===== src/rtl/qnna_seq_ctrl.sv =====
// qnna_seq_ctrl: M x N x K loop-nest sequencer between the CSR block and the MAC array.
// A kick latches the dims, offers K MAC steps per output element, then one writeback per (m,n).
//  state | meaning
//  IDLE  | waiting for a kick
//  ISSUE | MAC step (m,n,k) offered on mac_valid
//  WRITE | writeback of element (m,n) offered on out_valid
//  DONE  | one-cycle completion pulse on csr_done
module qnna_seq_ctrl #(
  parameter int DIM_W = 16,
  parameter int CNT_W = 16
) (
  input  logic             wb_clk_i,
  input  logic             wb_rst_ni,
  input  logic             csr_kick,
  input  logic             csr_abort,
  input  logic [DIM_W-1:0] csr_dim_m,
  input  logic [DIM_W-1:0] csr_dim_n,
  input  logic [DIM_W-1:0] csr_dim_k,
  input  logic             csr_relu_en,
  output logic             csr_busy,
  output logic             csr_done,
  output logic [31:0]      csr_status,
  output logic             mac_valid,
  input  logic             mac_ready,
  output logic [DIM_W-1:0] mac_m_idx,
  output logic [DIM_W-1:0] mac_n_idx,
  output logic [DIM_W-1:0] mac_k_idx,
  output logic             mac_first,
  output logic             mac_last,
  output logic             out_valid,
  input  logic             out_ready,
  output logic [DIM_W-1:0] out_m_idx,
  output logic [DIM_W-1:0] out_n_idx,
  output logic             out_relu
);

  typedef enum logic [2:0] {
    S_IDLE  = 3'd0,
    S_ISSUE = 3'd1,
    S_WRITE = 3'd2,
    S_DONE  = 3'd3
  } state_e;

  localparam logic [DIM_W-1:0] ONE = DIM_W'(1);

  state_e           state_q, state_d;
  logic [DIM_W-1:0] dim_m_q, dim_m_d, dim_n_q, dim_n_d, dim_k_q, dim_k_d;
  logic [DIM_W-1:0] m_q, m_d, n_q, n_d, k_q, k_d;
  logic             relu_q, relu_d;
  logic             done_q, done_d, err_q, err_d, kbusy_q, kbusy_d, abort_q, abort_d;
  logic [CNT_W-1:0] cnt_q, cnt_d;
  logic             k_last, n_last, m_last, dims_zero;
  logic [2:0]       state_bits;
  logic [15:0]      cnt_rpt;

  // Indices never exceed dim-1, so these compares are overflow-free.
  assign k_last    = (k_q == dim_k_q - ONE);
  assign n_last    = (n_q == dim_n_q - ONE);
  assign m_last    = (m_q == dim_m_q - ONE);
  assign dims_zero = (csr_dim_m == '0) || (csr_dim_n == '0) || (csr_dim_k == '0);

  always_ff @(posedge wb_clk_i or negedge wb_rst_ni) begin
    if (!wb_rst_ni) begin
      state_q <= S_IDLE;
      dim_m_q <= '0;
      dim_n_q <= '0;
      dim_k_q <= '0;
      m_q     <= '0;
      n_q     <= '0;
      k_q     <= '0;
      relu_q  <= 1'b0;
      done_q  <= 1'b0;
      err_q   <= 1'b0;
      kbusy_q <= 1'b0;
      abort_q <= 1'b0;
      cnt_q   <= '0;
    end else begin
      state_q <= state_d;
      dim_m_q <= dim_m_d;
      dim_n_q <= dim_n_d;
      dim_k_q <= dim_k_d;
      m_q     <= m_d;
      n_q     <= n_d;
      k_q     <= k_d;
      relu_q  <= relu_d;
      done_q  <= done_d;
      err_q   <= err_d;
      kbusy_q <= kbusy_d;
      abort_q <= abort_d;
      cnt_q   <= cnt_d;
    end
  end

  always_comb begin
    state_d = state_q;
    dim_m_d = dim_m_q;
    dim_n_d = dim_n_q;
    dim_k_d = dim_k_q;
    m_d     = m_q;
    n_d     = n_q;
    k_d     = k_q;
    relu_d  = relu_q;
    done_d  = done_q;
    err_d   = err_q;
    kbusy_d = kbusy_q;
    abort_d = abort_q;
    cnt_d   = cnt_q;
    case (state_q)
      S_IDLE: begin
        if (csr_kick) begin
          if (dims_zero) begin
            err_d   = 1'b1;
            state_d = S_DONE;
          end else begin
            dim_m_d = csr_dim_m;
            dim_n_d = csr_dim_n;
            dim_k_d = csr_dim_k;
            relu_d  = csr_relu_en;
            m_d     = '0;
            n_d     = '0;
            k_d     = '0;
            done_d  = 1'b0;
            err_d   = 1'b0;
            kbusy_d = 1'b0;
            abort_d = 1'b0;
            cnt_d   = '0;
            state_d = S_ISSUE;
          end
        end
      end
      S_ISSUE: begin
        if (csr_abort) begin
          abort_d = 1'b1;
          state_d = S_DONE;
        end else if (mac_ready) begin
          if (k_last) begin
            k_d     = '0;
            state_d = S_WRITE;
          end else begin
            k_d = k_q + ONE;
          end
        end
      end
      S_WRITE: begin
        if (csr_abort) begin
          abort_d = 1'b1;
          state_d = S_DONE;
        end else if (out_ready) begin
          if (cnt_q != '1) cnt_d = cnt_q + CNT_W'(1);
          state_d = S_ISSUE;
          if (!n_last) begin
            n_d = n_q + ONE;
          end else begin
            n_d = '0;
            if (!m_last) m_d = m_q + ONE;
            else         state_d = S_DONE;
          end
        end
      end
      S_DONE:  state_d = S_IDLE;
      default: state_d = S_IDLE;
    endcase
    if (csr_kick && (state_q != S_IDLE)) kbusy_d = 1'b1;
    // Sticky done becomes visible in the DONE cycle itself.
    if (state_d == S_DONE) done_d = 1'b1;
  end

  assign csr_busy  = (state_q == S_ISSUE) || (state_q == S_WRITE);
  assign csr_done  = (state_q == S_DONE);
  assign mac_valid = (state_q == S_ISSUE);
  assign out_valid = (state_q == S_WRITE);
  assign mac_first = mac_valid && (k_q == '0);
  assign mac_last  = mac_valid && k_last;
  assign mac_m_idx = m_q;
  assign mac_n_idx = n_q;
  assign mac_k_idx = k_q;
  assign out_m_idx = m_q;
  assign out_n_idx = n_q;
  assign out_relu  = relu_q;

  assign state_bits = state_q;
  assign cnt_rpt    = 16'(cnt_q);
  assign csr_status = {cnt_rpt, 8'h00, state_bits, abort_q, kbusy_q, err_q, done_q, csr_busy};

endmodule


===== config.mk =====
export PLATFORM = sky130hd
export DESIGN_NAME = qnna_seq_ctrl
export DESIGN_NICKNAME = d
export VERILOG_FILES = /design/src/rtl/qnna_seq_ctrl.sv
export SDC_FILE = /design/constraint.sdc
export NUM_CORES = 1
export LEC_CHECK = 0
export CORE_MARGIN = 5
export CORE_UTILIZATION = 50
export CTS_BUF_LIST = sky130_fd_sc_hd__clkbuf_4
export CTS_CLUSTER_SIZE = 12
export DETAILED_ROUTE_END_ITERATION = 10
export DONT_BUFFER_PORTS = 1
export GPL_ROUTABILITY_DRIVEN = 0
export GPL_TIMING_DRIVEN = 0
export SKIP_CTS_REPAIR_TIMING = 1
export SLEW_MARGIN = 20
export SYNTH_ARGS = -nofsm -noshare
export SYNTH_HDL_FRONTEND = slang
export SYNTH_SLANG_ARGS = --single-unit

===== constraint.sdc =====
create_clock -name wb_clk_i -period 8.5 [get_ports wb_clk_i]
set_input_delay 1.7 -clock wb_clk_i [delete_from_list [all_inputs] [get_ports wb_clk_i]]
set_output_delay 1.7 -clock wb_clk_i [all_outputs]
set_load 0.005 [all_outputs]

==> flow_metrics.tcl <==
set metrics [dict create \
    status "completed" \
    p_total_mw 1.60 \
    grt_pass1_vias 6272 \
    synth_seq_cells 120 \
    ys_types 65 \
    avgRoutedWirePerCell_microns 18.3 \
    vias 6324 \
    grt_overflow 0 \
    max_slew_margin 0.385 \
    end_kind "output pin" \
    vdd_ir_drop_max_uv 118 \
    synth.yosys.seq_area_share 0.405 \
    synthTopCellsByCount "nand2_1 (175), dfrtp_1 (120), nor2_1 (63)" \
    yosys.area_share.simple 0.293 \
    hold_path.class "reg -> reg" \
    synth_edf_count 0 \
    muxShareOfSynthArea 0.00979 \
    timing.rr.end "mac_m_idx[3]$_DFFE_PN0P_" \
    drc 0 \
    die_w_microns 132 \
    clock-root-buffer "clkbuf_4" \
    cp.depth 8 \
    ys.flop_type "dfrtp_1" \
    fillers 1397 \
    tns_ns 0 \
    antenna_found_initial 1 \
    first_pass_iters 5 \
    p_leak_nw 3.59 \
    critPathMaxFanout 7 \
    layout_min_cycle_time_ns 4.82 \
    cp_slowest_stage_delay_ns 0.60 \
    clock-sinks 120 \
    place.port_buffers 0 \
    synth_area_sq_um 7410 \
    routed_wl_microns 20100 \
    tritoncts "built" \
    rr_startpoint "dim_m_q[0]$_DFFE_PN0P_" \
    synth_compound_area_frac 0.0908 \
    hold_violations 0 \
    yosysTopAreaCellShare 0.405 \
    rsz0062_at_grt "false" \
    clock_latency_ns 0.53 \
    yosysMostFrequentCell "nand2_1" \
    powerDensity_nw_per_um2 200 \
    critPathSlowestCell "nor4_1" \
    drive_above_1_share 0.0985 \
    maxCapViolCount 0 \
    vias_per_cell 5.75 \
    grt_pass1_wl_microns 33000 \
    crit_required_ns 6.80 \
    crit_start "dim_k_q[4]$_DFFE_PN0P_" \
    path_cells "clkbuf_1, nor4_1, and4b_1, nand2_1, xnor2_1, nor4_1, nand2_1, nor2_1" \
    die_y_microns 132 \
    hpwl_microns 15400 \
    ff2ff_path_depth 12 \
    io_pins 174 \
    initial_utilization 0.510 \
    clock_skew_ns 0.0224 \
    dieArea_sq_um 17400 \
    syn_area_per_cell_sq_um 8.48 \
    fmax_mhz 208 \
    synth_warnings 0 \
    synth_xor_area_frac 0.113 \
    nets 964 \
    setup_viol 0 \
    area.growth.synth_to_final_pct 8.21 \
    rows 44 \
    clk_pin_slew_ns 0.11 \
    drt-initial-drc-count 304 \
    slew_violations 0 \
    grt_max_degree 121 \
    cts_buffer_depth 2 \
    cp_num_buf_inv 1 \
    crit_end "mac_last" \
    async_flop_share 1.00 \
    synthCells 874 \
    ant_nets 0 \
    cp.arrival_ns 3.12 \
    cts_buffers 17 \
    synth_top_family_by_area "simple AND/OR/NAND/NOR gates" \
    cp-start-kind "flop" \
    worstMarginPinSlew_ns 0.921 \
    gr-usage-all-layers 0.232 \
    r2r_slack_ns 4.43 \
    yosys.area.top_type "dfrtp_1" \
    htree_levels 4 \
    cp_top_family "simple AND/OR/NAND/NOR gates" \
    fin_crit_sh 0.567 \
    core_sq_um 14500 \
    crit_type "reg -> out" \
    synth_fa_ha_area_frac 0.0135 \
    synthTopCellsByArea "dfrtp_1 (41%), nand2_1 (8.9%), xnor2_1 (5.9%), xor2_1 (5.4%), buf_4 (4.6%)" \
]
## how the worst min path moves through the flow
stage / to / slack, ns / cells past startpoint / start
floorplan: abort_q$_DFFE_PN0P_ / 0.46 / 2 / abort_q$_DFFE_PN0P_
global placement: abort_q$_DFFE_PN0P_ / 0.49 / 2 / abort_q$_DFFE_PN0P_
detailed placement: err_q$_DFFE_PN0P_ / 0.49 / 2 / err_q$_DFFE_PN0P_
CTS: err_q$_DFFE_PN0P_ / 0.52 / 2 / err_q$_DFFE_PN0P_
global route: err_q$_DFFE_PN0P_ / 0.54 / 2 / err_q$_DFFE_PN0P_
finish: err_q$_DFFE_PN0P_ / 0.52 / 2 / err_q$_DFFE_PN0P_
## flip-flops by register name, summed over array words and instances (netlist names)
signal,flops
abort_q,1
cnt_q,16
dim_k_q,16
dim_m_q,16
dim_n_q,16
done_q,1
err_q,1
kbusy_q,1
mac_k_idx,16
mac_m_idx,16
mac_n_idx,16
out_relu,1
state_bits,3
## power breakdown
group	internal [mW]	leakage, nW	switching (mW)	total (mW)
clock	0.264	0.175	0.221	0.485
sequential	0.638	1.59	0.100	0.738
combinational	0.168	1.83	0.210	0.378
total	1.07	3.59	0.531	1.60
## worst min-delay path: cells and delay by family (launching register included)
kind / cells / cell delay [ns]
and+or+nand+nor: 2 / 0.12
DFF: 1 / 0.36
## metal layers
layer,track usage,wire length (microns),up-vias
met5,0,0,-
met4,0.0680,412,0
met2,0.377,9590,190
met3,0.0809,1470,25
met1,0.292,8580,3053
li1,-,-,3056
## per-stage QoR
| stage | hold WS [ns] | worst slack [ns] | util | instance area, sq um | instances |
|---|---|---|---|---|---|
| 4_1_cts | 0.520 | 3.61 | 0.551 | 8010 | 1098 |
| 2_1_floorplan | 0.464 | 4.77 | - | 7440 | 882 |
| 3_3_place_gp | 0.486 | 3.77 | 0.528 | 7670 | 1066 |
| 6_report | 0.516 | 3.68 | 0.552 | 8020 | 1099 |
| 5_1_grt | 0.540 | 3.34 | 0.552 | 8020 | 1099 |
| 3_5_place_dp | 0.493 | 3.67 | 0.528 | 7670 | 1066 |
## cell type report
type	count	area, sq um	share of cell area
diodes	1	2.50	0.000312
plain buffers	78	463	0.0577
clock buffers	18	135	0.0169
clock inverters	14	204	0.0254
inverters	23	86.3	0.0108
multi-input cells	661	3890	0.486
flip-flops and latches	120	3000	0.374
well taps	184	230	0.0287
## cell families (layout without fill, tap and decap cells)
kind of cell | Yosys count | in the layout
other | 1 | 10
and+or+nand+nor | 435 | 435
xor gates and xnor gates | 96 | 96
buffers and inverters | 101 | 133
DFF | 120 | 120
muxes | 7 | 7
adders and majority gates | 8 | 8
AOI/OAI and AO/OA | 106 | 106
## layout by cell type (no fill, tap or decap), types with 23 or more instances in the layout
cell type    n
buf_4       45
xnor2_1     50
xor2_1      46
nor2_1      63
nor4_1      34
nand3_1     38
nand2_1    175
clkbuf_1    29
inv_1       23
dfrtp_1    120
nor3_1      25
o21ai_0     36
(Power assumes the default switching activity.)
